## config.mk

```make
export PLATFORM = sky130hd
export DESIGN_NAME = mmio_uart_fifo_io_flat
export DESIGN_NICKNAME = d
export VERILOG_FILES = /design/src/rtl/mmio_uart_fifo_io_if.sv /design/src/rtl/mmio_uart_fifo_io.sv /design/src/flat_wrapper.sv
export SDC_FILE = /design/constraint.sdc
export NUM_CORES = 1
export LEC_CHECK = 0
export CAP_MARGIN = 20
export CORE_ASPECT_RATIO = 1.2
export CORE_MARGIN = 1.5
export CORE_UTILIZATION = 41
export CTS_CLUSTER_DIAMETER = 30
export CTS_CLUSTER_SIZE = 8
export DETAILED_ROUTE_END_ITERATION = 10
export PLACE_DENSITY = 0.67
export SYNTH_ARGS = -nofsm -noshare
export SYNTH_HDL_FRONTEND = slang
export SYNTH_SLANG_ARGS = --single-unit
```

## constraint.sdc

```tcl
create_clock -name clk -period 7.8 [get_ports clk]
set_input_delay 1.56 -clock clk [delete_from_list [all_inputs] [get_ports clk]]
set_output_delay 1.56 -clock clk [all_outputs]
set_load 0.02 [all_outputs]
```

## src/rtl/mmio_uart_fifo_io_if.sv

```systemverilog
// Load/store port between the CPU memory stage and the IO register window.
interface mmio_uart_fifo_io_if;
   logic        rd_en;
   logic [31:0] rd_addr;
   logic [31:0] rd_data;
   logic        wr_en;
   logic [31:0] wr_addr;
   logic [31:0] wr_data;

   modport master (output rd_en, rd_addr, wr_en, wr_addr, wr_data, input rd_data);
   modport slave  (input rd_en, rd_addr, wr_en, wr_addr, wr_data, output rd_data);
endinterface

```

## src/rtl/mmio_uart_fifo_io.sv

```systemverilog
// Buffered UART, status/occupancy and cycle/instret counters behind a small MMIO window.
// Optional registered interrupt output and control register at 0x20 under MMIO_IO_IRQ_EN.
module uart #(
   parameter int CLOCK_FREQ = 50_000_000,
   parameter int BAUD_RATE  = 115200
) (
   input  logic       clk,
   input  logic       reset,
   input  logic       serial_in,
   output logic       serial_out,
   input  logic [7:0] data_in,
   input  logic       data_in_valid,
   output logic       data_in_ready,
   output logic [7:0] data_out,
   output logic       data_out_valid,
   input  logic       data_out_ready
);
   // state    | meaning
   // RX_IDLE  | line idle, waiting for a low level
   // RX_START | timing to the middle of the start bit
   // RX_DATA  | sampling 8 data bits LSB-first, one per bit period
   // RX_STOP  | sampling the stop bit; a high stop bit delivers the byte
   localparam int CPB  = (CLOCK_FREQ / BAUD_RATE > 0) ? CLOCK_FREQ / BAUD_RATE : 1;
   localparam int HALF = (CPB / 2 > 0) ? CPB / 2 - 1 : 0;
   localparam int TW   = $clog2(CPB + 1);

   typedef enum logic [1:0] {RX_IDLE, RX_START, RX_DATA, RX_STOP} rx_state_t;

   logic          tx_busy;
   logic [9:0]    tx_shift;
   logic [3:0]    tx_bits;
   logic [TW-1:0] tx_tmr;

   assign data_in_ready = !tx_busy;
   assign serial_out    = tx_busy ? tx_shift[0] : 1'b1;

   always_ff @(posedge clk) begin
      if (reset) begin
         tx_busy  <= 1'b0;
         tx_shift <= '1;
         tx_bits  <= '0;
         tx_tmr   <= '0;
      end else if (!tx_busy) begin
         if (data_in_valid) begin
            tx_busy  <= 1'b1;
            tx_shift <= {1'b1, data_in, 1'b0};
            tx_bits  <= 4'd9;
            tx_tmr   <= TW'(CPB - 1);
         end
      end else if (tx_tmr == '0) begin
         if (tx_bits == '0) begin
            tx_busy <= 1'b0;
         end else begin
            tx_shift <= {1'b1, tx_shift[9:1]};
            tx_bits  <= tx_bits - 4'd1;
            tx_tmr   <= TW'(CPB - 1);
         end
      end else begin
         tx_tmr <= tx_tmr - TW'(1);
      end
   end

   rx_state_t     rx_state, rx_state_n;
   logic          rx_meta, rx_sync;
   logic [TW-1:0] rx_tmr, rx_tmr_n;
   logic [2:0]    rx_bits, rx_bits_n;
   logic [7:0]    rx_shift, rx_shift_n;
   logic          rx_valid, rx_valid_n;

   always_ff @(posedge clk) begin
      if (reset) begin
         rx_meta  <= 1'b1;
         rx_sync  <= 1'b1;
         rx_state <= RX_IDLE;
         rx_tmr   <= '0;
         rx_bits  <= '0;
         rx_shift <= '0;
         rx_valid <= 1'b0;
      end else begin
         rx_meta  <= serial_in;
         rx_sync  <= rx_meta;
         rx_state <= rx_state_n;
         rx_tmr   <= rx_tmr_n;
         rx_bits  <= rx_bits_n;
         rx_shift <= rx_shift_n;
         rx_valid <= rx_valid_n;
      end
   end

   always_comb begin
      rx_state_n = rx_state;
      rx_tmr_n   = rx_tmr;
      rx_bits_n  = rx_bits;
      rx_shift_n = rx_shift;
      rx_valid_n = rx_valid && !data_out_ready;
      case (rx_state)
         RX_IDLE: begin
            if (!rx_sync) begin
               rx_state_n = RX_START;
               rx_tmr_n   = TW'(HALF);
            end
         end
         RX_START: begin
            if (rx_tmr != '0) begin
               rx_tmr_n = rx_tmr - TW'(1);
            end else if (!rx_sync) begin
               rx_state_n = RX_DATA;
               rx_tmr_n   = TW'(CPB - 1);
               rx_bits_n  = 3'd7;
            end else begin
               rx_state_n = RX_IDLE;  // glitch, not a start bit
            end
         end
         RX_DATA: begin
            if (rx_tmr != '0) begin
               rx_tmr_n = rx_tmr - TW'(1);
            end else begin
               rx_shift_n = {rx_sync, rx_shift[7:1]};
               rx_tmr_n   = TW'(CPB - 1);
               if (rx_bits == '0) rx_state_n = RX_STOP;
               else               rx_bits_n  = rx_bits - 3'd1;
            end
         end
         RX_STOP: begin
            if (rx_tmr != '0) begin
               rx_tmr_n = rx_tmr - TW'(1);
            end else begin
               rx_state_n = RX_IDLE;
               rx_valid_n = rx_sync;
            end
         end
         default: rx_state_n = RX_IDLE;
      endcase
   end

   assign data_out       = rx_shift;
   assign data_out_valid = rx_valid;
endmodule

module mmio_uart_fifo_io #(
   parameter int          CPU_CLOCK_FREQ = 50_000_000,
   parameter int          BAUD_RATE      = 115200,
   parameter logic [31:0] BASE_ADDR      = 32'h8000_0000,
   parameter int          RX_FIFO_DEPTH  = 8,
   parameter int          TX_FIFO_DEPTH  = 8,
   parameter int          CNT_WIDTH      = 32
) (
   input  logic                clk,
   input  logic                rst,
   input  logic                serial_in,
   output logic                serial_out,
   mmio_uart_fifo_io_if.slave  bus,
   input  logic                inst_retire,
   output logic                irq
);
   localparam int RAW = $clog2(RX_FIFO_DEPTH);
   localparam int TAW = $clog2(TX_FIFO_DEPTH);
   localparam logic [31:0] OFF_STATUS = 32'h00;
   localparam logic [31:0] OFF_RXDATA = 32'h04;
   localparam logic [31:0] OFF_TXDATA = 32'h08;
   localparam logic [31:0] OFF_OCC    = 32'h0C;
   localparam logic [31:0] OFF_CYCLE  = 32'h10;
   localparam logic [31:0] OFF_INSTR  = 32'h14;
   localparam logic [31:0] OFF_CNTCLR = 32'h18;
   localparam logic [31:0] OFF_OVFCLR = 32'h1C;

   logic [31:0] rd_off, wr_off;
   assign rd_off = bus.rd_addr - BASE_ADDR;
   assign wr_off = bus.wr_addr - BASE_ADDR;

   logic [7:0] uart_tx_data, uart_rx_data;
   logic       uart_tx_ready, uart_rx_valid;

   logic [7:0]     rx_mem [RX_FIFO_DEPTH];
   logic [RAW-1:0] rx_wr_ptr, rx_rd_ptr;
   logic [8:0]     rx_count;
   logic           rx_empty, rx_full, rx_push, rx_pop, rx_ovf;

   logic [7:0]     tx_mem [TX_FIFO_DEPTH];
   logic [TAW-1:0] tx_wr_ptr, tx_rd_ptr;
   logic [8:0]     tx_count;
   logic           tx_empty, tx_full, tx_push, tx_pop, tx_ovf, tx_store;

   logic [CNT_WIDTH-1:0] cycle_cnt, instr_cnt;
   logic                 cnt_clr, ovf_clr;

   assign rx_empty = (rx_count == 9'd0);
   assign rx_full  = (rx_count == 9'(RX_FIFO_DEPTH));
   assign tx_empty = (tx_count == 9'd0);
   assign tx_full  = (tx_count == 9'(TX_FIFO_DEPTH));

   // A pop in the same cycle frees a slot, so a full FIFO still accepts the push.
   assign rx_pop   = bus.rd_en && (rd_off == OFF_RXDATA) && !rx_empty;
   assign rx_push  = uart_rx_valid && (!rx_full || rx_pop);
   assign tx_store = bus.wr_en && (wr_off == OFF_TXDATA);
   assign tx_pop   = !tx_empty && uart_tx_ready;
   assign tx_push  = tx_store && (!tx_full || tx_pop);
   assign cnt_clr  = bus.wr_en && (wr_off == OFF_CNTCLR);
   assign ovf_clr  = bus.wr_en && (wr_off == OFF_OVFCLR);

   assign uart_tx_data = tx_mem[tx_rd_ptr];

   uart #(
      .CLOCK_FREQ (CPU_CLOCK_FREQ),
      .BAUD_RATE  (BAUD_RATE)
   ) u_uart (
      .clk            (clk),
      .reset          (rst),
      .serial_in      (serial_in),
      .serial_out     (serial_out),
      .data_in        (uart_tx_data),
      .data_in_valid  (!tx_empty),
      .data_in_ready  (uart_tx_ready),
      .data_out       (uart_rx_data),
      .data_out_valid (uart_rx_valid),
      .data_out_ready (1'b1)
   );

   always_ff @(posedge clk) begin
      if (rx_push) rx_mem[rx_wr_ptr] <= uart_rx_data;
      if (tx_push) tx_mem[tx_wr_ptr] <= bus.wr_data[7:0];
   end

   always_ff @(posedge clk) begin
      if (rst) begin
         rx_wr_ptr <= '0;
         rx_rd_ptr <= '0;
         rx_count  <= '0;
         tx_wr_ptr <= '0;
         tx_rd_ptr <= '0;
         tx_count  <= '0;
      end else begin
         if (rx_push) rx_wr_ptr <= rx_wr_ptr + RAW'(1);
         if (rx_pop)  rx_rd_ptr <= rx_rd_ptr + RAW'(1);
         if (rx_push && !rx_pop)      rx_count <= rx_count + 9'd1;
         else if (!rx_push && rx_pop) rx_count <= rx_count - 9'd1;
         if (tx_push) tx_wr_ptr <= tx_wr_ptr + TAW'(1);
         if (tx_pop)  tx_rd_ptr <= tx_rd_ptr + TAW'(1);
         if (tx_push && !tx_pop)      tx_count <= tx_count + 9'd1;
         else if (!tx_push && tx_pop) tx_count <= tx_count - 9'd1;
      end
   end

   // Setting has priority over a W1C landing in the same cycle.
   always_ff @(posedge clk) begin
      if (rst) begin
         rx_ovf <= 1'b0;
         tx_ovf <= 1'b0;
      end else begin
         if (uart_rx_valid && rx_full && !rx_pop) rx_ovf <= 1'b1;
         else if (ovf_clr && bus.wr_data[0])      rx_ovf <= 1'b0;
         if (tx_store && tx_full && !tx_pop)      tx_ovf <= 1'b1;
         else if (ovf_clr && bus.wr_data[1])      tx_ovf <= 1'b0;
      end
   end

   always_ff @(posedge clk) begin
      if (rst || cnt_clr) begin
         cycle_cnt <= '0;
         instr_cnt <= '0;
      end else begin
         cycle_cnt <= cycle_cnt + CNT_WIDTH'(1);
         if (inst_retire) instr_cnt <= instr_cnt + CNT_WIDTH'(1);
      end
   end

`ifdef MMIO_IO_IRQ_EN
   localparam logic [31:0] OFF_CTRL = 32'h20;
   logic ctrl_wr, rx_irq_en, tx_irq_en, irq_q;
   assign ctrl_wr = bus.wr_en && (wr_off == OFF_CTRL);

   always_ff @(posedge clk) begin
      if (rst) begin
         rx_irq_en <= 1'b0;
         tx_irq_en <= 1'b0;
         irq_q     <= 1'b0;
      end else begin
         if (ctrl_wr) begin
            rx_irq_en <= bus.wr_data[0];
            tx_irq_en <= bus.wr_data[1];
         end
         irq_q <= (rx_irq_en && !rx_empty) || (tx_irq_en && tx_empty) || rx_ovf || tx_ovf;
      end
   end
   assign irq = irq_q;
`else
   assign irq = 1'b0;
`endif

   logic [31:0] rd_mux;
   always_comb begin
      rd_mux = '0;
      case (rd_off)
         OFF_STATUS: rd_mux = {26'b0, tx_ovf, rx_ovf, rx_full, tx_empty, !rx_empty, !tx_full};
         OFF_RXDATA: rd_mux = rx_empty ? 32'h0 : {24'b0, rx_mem[rx_rd_ptr]};
         OFF_OCC:    rd_mux = {7'b0, tx_count, 7'b0, rx_count};
         OFF_CYCLE:  rd_mux = 32'(cycle_cnt);
         OFF_INSTR:  rd_mux = 32'(instr_cnt);
`ifdef MMIO_IO_IRQ_EN
         OFF_CTRL:   rd_mux = {30'b0, tx_irq_en, rx_irq_en};
`endif
         default:    rd_mux = '0;
      endcase
   end
   assign bus.rd_data = rd_mux;

   logic unused_wr_bits;
   assign unused_wr_bits = ^bus.wr_data[31:8];
endmodule

```

## src/flat_wrapper.sv

```systemverilog
// flat-port wrapper written by rule: the top's interface ports become plain ports
module mmio_uart_fifo_io_flat 
#(
   parameter int          CPU_CLOCK_FREQ = 50_000_000,
   parameter int          BAUD_RATE      = 115200,
   parameter logic [31:0] BASE_ADDR      = 32'h8000_0000,
   parameter int          RX_FIFO_DEPTH  = 8,
   parameter int          TX_FIFO_DEPTH  = 8,
   parameter int          CNT_WIDTH      = 32
)
  (clk, rst, serial_in, serial_out, inst_retire, irq, bus_rd_en, bus_rd_addr, bus_wr_en, bus_wr_addr, bus_wr_data, bus_rd_data);
  mmio_uart_fifo_io_if bus_i ();
  input  logic clk;
  input  logic rst;
  input  logic serial_in;
  output logic serial_out;
  input  logic inst_retire;
  output logic irq;
  input wire logic [$bits(bus_i.rd_en)-1:0] bus_rd_en;
  input wire logic [$bits(bus_i.rd_addr)-1:0] bus_rd_addr;
  input wire logic [$bits(bus_i.wr_en)-1:0] bus_wr_en;
  input wire logic [$bits(bus_i.wr_addr)-1:0] bus_wr_addr;
  input wire logic [$bits(bus_i.wr_data)-1:0] bus_wr_data;
  output wire logic [$bits(bus_i.rd_data)-1:0] bus_rd_data;
  assign bus_i.rd_en = bus_rd_en;
  assign bus_i.rd_addr = bus_rd_addr;
  assign bus_i.wr_en = bus_wr_en;
  assign bus_i.wr_addr = bus_wr_addr;
  assign bus_i.wr_data = bus_wr_data;
  assign bus_rd_data = bus_i.rd_data;
  mmio_uart_fifo_io #(.CPU_CLOCK_FREQ(CPU_CLOCK_FREQ), .BAUD_RATE(BAUD_RATE), .BASE_ADDR(BASE_ADDR), .RX_FIFO_DEPTH(RX_FIFO_DEPTH), .TX_FIFO_DEPTH(TX_FIFO_DEPTH), .CNT_WIDTH(CNT_WIDTH)) u_core (.clk(clk), .rst(rst), .serial_in(serial_in), .serial_out(serial_out), .bus(bus_i), .inst_retire(inst_retire), .irq(irq));
endmodule
```

# --- After elaboration in Yosys (flattened, before gate mapping) ---
# Memory sizes are Yosys's and may differ from the RTL's. A register that Yosys moved wholly into a read port is not among the register bits.
# Cells that the tools add are included.
# Widths: inputs -> output; s select.
op_classes:
  n_addsub: 16
  eq_ne: 25
  muxes: 53
  bitwise_logic: 2
  n_reduce_logical: 50
ops:
  columns: ["operator", "count"]
  rows:
  - ["$pmux 32 s5", 1]
  - ["$eq 32x5->1 const B", 4]
  - ["$mux 9", 13]
  - ["$add 32x1->32 const B", 2]
  - ["$eq 32x4->1 const B", 2]
  - ["$sub 32x32->32 const B", 2]
  - ["$mux 10", 4]
  - ["$pmux 9 s4", 1]
  - ["$sub 9x1->9 const B", 4]
  - ["$eq 32x3->1 const B", 1]
  - ["$logic_not 32->1", 1]
  - ["$logic_not 9->1", 3]
  - ["$mux 3", 8]
  - ["$ne 2x2->1 const B", 10]
  - ["$add 9x1->9 const B", 2]
  - ["$eq 9x4->1 const B", 2]
  - ["$logic_and 1x1->1", 18]
  - ["$mux 4", 4]
  - ["$mux 1", 13]
  - ["$add 3x1->3 const B", 4]
  - ["$mux 2", 6]
  - ["$reduce_and 5->1", 2]
  - ["$reduce_bool 2->1", 5]
  - ["$logic_not 1->1", 9]
  - ["18 further kinds", 25]
totals:
  register_bits: 145
  mem_bits_rw: 128
  input_bits: 102
  output_inout_bits: 34
  wordCells: 169
  memories: 2
memory_table:
  columns: ["memory", "depth", "word_bits", "read_ports", "rd_ports_with_merged_regs", "write_ports", "line", "rtl"]
  rows:
  - ["u_core.rx_mem", 8, 8, 1, 1, 1, "mmio_uart_fifo_io.sv:174", "logic [7:0] rx_mem [RX_FIFO_DEPTH];"]
  - ["u_core.tx_mem", 8, 8, 1, 1, 1, "mmio_uart_fifo_io.sv:179", "logic [7:0] tx_mem [TX_FIFO_DEPTH];"]

# --- Longest topological paths before layout ---
depth:
  ltp_word: 10
  depth_mapped: 15
  ltp_nobuf: 15

# --- By module ---
# From an unflattened synthesis, not the netlist that was laid out.
unflattened:
  hier_cells: 1226
  area_unflattened_um2: 13304.0
by_module_without_submodules:
  columns: ["mod", "instances", "cells_each", "area_each_um2", "seq_area_each_um2"]
  rows:
  - ["mmio_uart_fifo_io", 1, 913, 10736.5, 5885.6]
  - ["uart", 1, 313, 2567.5, 960.9]

# --- Least setup slack after synthesis ---
# No wires, ideal clock.
synth_path:
  path_kind: "input -> output"
  start: "input port bus_rd_addr[5]"
  end: "output port bus_rd_data[0]"
  arrival_time_ns: 3.544
  required_ns: 6.240
  setup_slack_ns: 2.696
  cell_stages: 6
  path_buffers: 1
  path_cell_list: "or4_4 > nor3_1 > nand4_1 > or2_2 > clkbuf_1 > o21ai_0"
synth_via:
  elab_chain_len: 3
  elab_cells_between_ends: 7
  classes_between: "1 x add/sub; 4 x eq/ne; 1 x mux; 1 x reduce/logical"
synth_rtl:
  columns: ["element", "line", "rtl"]
  rows:
  - ["start, declared", "flat_wrapper.sv:20", "input wire logic [$bits(bus_i.rd_addr)-1:0] bus_rd_addr;"]
  - ["$sub 32x32->32 (*)", "mmio_uart_fifo_io.sv:168", "assign rd_off = bus.rd_addr - BASE_ADDR;"]
  - ["$eq 32x5->1, or another cell as far along", "mmio_uart_fifo_io.sv:293", "case (rd_off)"]
  - ["$pmux 32 s5 (*)", "mmio_uart_fifo_io.sv:293", null]
  - ["end, declared", "flat_wrapper.sv:24", "output wire logic [$bits(bus_i.rd_data)-1:0] bus_rd_data;"]
# Mark *: on every way between the ends. The rest lies on a longest branch, timed or not.

# --- Worst setup path after layout ---
layout_path:
  start: "input port bus_rd_addr[21]"
  end: "output port bus_rd_data[18]"
# The elaborated chain is that of the path after synthesis.

==> impl_metrics.toml <==
[clocking]
cts_made_buffers = 60
cts_sinks = 278
root_buffer = "clkbuf_16"
cts_resized = 0
h-tree-depth = 2
cts_tree = "built"
clock_latency_ps = 600
ctsHoldBuffers = 0
clock_path_buffers = 3
clkTransAtPathRegs_ps = 40
cts_setup_buffers = 0

[setup_path]
arrival_ps = 4920
reg2regPathDepth = 15
startpoint_type = "input pin"
criticalPathCategory = "input pin to primary output"
cp_max_fo = 15
critPathCaptureType = "primary output"
worstPathRequired_ps = 6240

[timing]
finalCriticalPeriod_ps = 6483
finalHoldViolations = 0
clock_skew_ps = 44.46
whs_ps = 406.2
finalSetupTns_ps = 0
setup_violations = 0
timing.final.crit_share = 0.8312
slew_headroom = 0.3688
report.final.slew_viol_count = 0
worst_pin_slew_ps = 943.3
rsz0062_at_grt = "no"
fmax_mhz = 154.2

[floorplanning]
num_rows = 70
start_util = 0.4165
die_h_um = 195.8
io_pins = 136
die-area_mm2 = 0.03203
core-area_mm2 = 0.03048
die_x_um = 163.6

[drt]
detail-route-antenna-nets = 0
via_per_inst = 5.350
vias = 9347
drc = 0
drt_wl_total_um = 28270
drtPass1Iterations = 5
post_drt_wl_per_cell_um = 16.18
drt_iter0_drc = 578

[job]
drv_cap = 0

[yosys]
synthArstFlopShare = 0
synth-seq-cells = 278
yosysWarningCount = 0
netlist_instances = 1157
yosysSeqAreaShare = 0.5393
syn_area_per_cell_um2 = 10.97
synth_ff_type = "dfxtp_1"
synthAdderAreaFrac = 0.03568
synth_edf_count = 128
synth_top_family_by_area = "simple AND/OR/NAND/NOR gates"
synth_compound_area_frac = 0.09176
synth_xor_area_frac = 0.06002
yosysUniqueCellTypes = 66
syn-cell-area_mm2 = 0.01269
synth_simple_gate_area_frac = 0.1669
synth.area.mux_share = 0.07737
synthesis.nets = 1294

[final_layout]
area_delta_synth_final_pct = 29.63
final_common_cell = "dfxtp_1"
design_area_mm2 = 0.01646
nets = 1437
post_route_cells_drive_above_1_share = 0.1318
diodes = 0
layout_common_cells = "dfxtp_1 (150), nor2_1 (146), edfxtp_1 (128), clkdlybuf4s50_1 (109), nand2_1 (89)"
stdcell_count = 1747

[global_routing]
grt_pass1_wl_um = 46260
grt_max_degree = 65
grt_usage = 0.1801
grt_pass1_vias = 9215
antenna_found_initial = 0
grt_overflow = 0

[power]
power_frac_clock = 0.506
switchingPower_mw = 1.366
switching_share = 0.2633
finalPower_mw = 5.189
intPower_mw = 3.823
p_leak_nw = 5.903
ir_drop_uv = 211.8
powerDensity_mw_per_mm2 = 315.3
seqPwrFrac = 0.333
p_comb_frac = 0.160

[hold_path]
min_path_type = "flip-flop to flip-flop"
min_path_cells = 1

[placement]
placed_area_mm2 = 0.01427
dp_hpwl_um = 18670
io_buffers = 110
gp_congestion = 0.8473
place_inst = 1633

[run_status]
status = "completed"
==> registers in the layout, indices dropped and copies added, names as in the netlist, 3 cells and up, named ones only <==
name,cells
u_core.tx_count,9
u_core.tx_rd_ptr,3
u_core.rx_mem,64
u_core.u_uart.rx_bits,3
u_core.u_uart.rx_tmr,9
u_core.u_uart.tx_tmr,9
u_core.tx_wr_ptr,3
u_core.rx_rd_ptr,3
u_core.rx_wr_ptr,3
u_core.u_uart.tx_bits,4
u_core.cycle_cnt,32
u_core.instr_cnt,32
u_core.rx_count,9
u_core.u_uart.tx_shift,9
u_core.tx_mem,64
u_core.u_uart.data_out,8
==> power by group through the flow <==
stage / combinational, mW / clock (mW) / sequential (mW)
5_1_grt: 0.941 / 2.75 / 1.74
2_1_floorplan: 0.662 / 0 / 1.71
3_5_place_dp: 0.826 / 0 / 1.75
6_report: 0.831 / 2.63 / 1.73
3_3_place_gp: 0.811 / 0 / 1.75
4_1_cts: 0.835 / 2.67 / 1.73
==> synth_stat cells, drive strengths merged, types with 3 or more instances <==
| library cell | number | share of area |
|---|---|---|
| a2111oi | 5 | 0.0034 |
| a211oi | 6 | 0.0045 |
| a21o | 3 | 0.0018 |
| a21oi | 58 | 0.023 |
| a222oi | 11 | 0.0087 |
| a22o | 17 | 0.012 |
| a22oi | 6 | 0.0035 |
| and2 | 8 | 0.0039 |
| and3 | 14 | 0.0069 |
| and4 | 9 | 0.0062 |
| buf | 17 | 0.0065 |
| clkbuf | 34 | 0.010 |
| dfxtp | 150 | 0.24 |
| edfxtp | 128 | 0.30 |
| ha | 33 | 0.033 |
| inv | 41 | 0.012 |
| mux2i | 25 | 0.020 |
| mux4 | 32 | 0.057 |
| nand2 | 89 | 0.026 |
| nand2b | 6 | 0.0030 |
| nand3 | 40 | 0.016 |
| nand4 | 19 | 0.0094 |
| nor2 | 146 | 0.043 |
| nor2b | 6 | 0.0030 |
| nor3 | 33 | 0.013 |
| nor3b | 5 | 0.0030 |
| nor4 | 25 | 0.013 |
| nor4b | 6 | 0.0041 |
| o21a | 3 | 0.0018 |
| o21ai | 31 | 0.013 |
| o21bai | 6 | 0.0035 |
| o221ai | 6 | 0.0041 |
| or2 | 7 | 0.0034 |
| or3 | 5 | 0.0025 |
| or4 | 9 | 0.0056 |
| xnor2 | 30 | 0.021 |
| xor2 | 57 | 0.039 |
==> layer usage <==
layer	up-vias	routed length (um)	global-route usage	share of wire
li1	4560	-	-	-
met1	4538	12390	0.2301	0.44
met2	204	13960	0.3043	0.49
met3	45	1333	0.03340	0.047
met4	0	581	0.06296	0.021
met5	-	0	0	0
==> through the flow <==
| step | worst slack [ps] | utilization |
|---|---|---|
| detailed placement | 1324 | 0.4681 |
| global placement | 1356 | 0.4681 |
| finish | 1317 | 0.5399 |
| floorplan | 2696 | - |
| global route | 989.1 | 0.5399 |
| CTS | 1292 | 0.5390 |
==> critical path, stage by stage <==
cell and delay, ps:
clkdlybuf4s50_1 400, nor4_1 470, nand4_1 480, nor2_1 370, and2_1 500, buf_4 320
a222oi_1 100, inv_1 120, clkdlybuf4s50_1 600
==> cell families after synthesis <==
group | count (synthesis)
DFF | 278
adders and majority gates | 35
buffers and inverters | 92
and+or+nand+nor | 434
xor gates and xnor gates | 87
muxes | 58
AOI/OAI and AO/OA | 172
other | 1
==> final timing paths <==
path                              start                     to  slack, ps
hold reg to reg   u_core.u_uart.rx_meta  u_core.u_uart.rx_sync        410
setup / recovery        bus_rd_addr[21]        bus_rd_data[18]       1320
hold / removal    u_core.u_uart.rx_meta  u_core.u_uart.rx_sync        410
setup reg to reg     u_core.rx_count[0]     u_core.rx_count[8]       3250
==> final cells by class <==
type	instances	area, um^2
Tap cell	396	495.5
Multi-Input combinational cell	787	5519
Clock inverter	44	604.3
Clock buffer	69	1555
Timing Repair Buffer	132	1281
Sequential cell	278	6847
Fill cell	2613	14020
Inverter	41	153.9
Power figures use the tool's default switching activity.
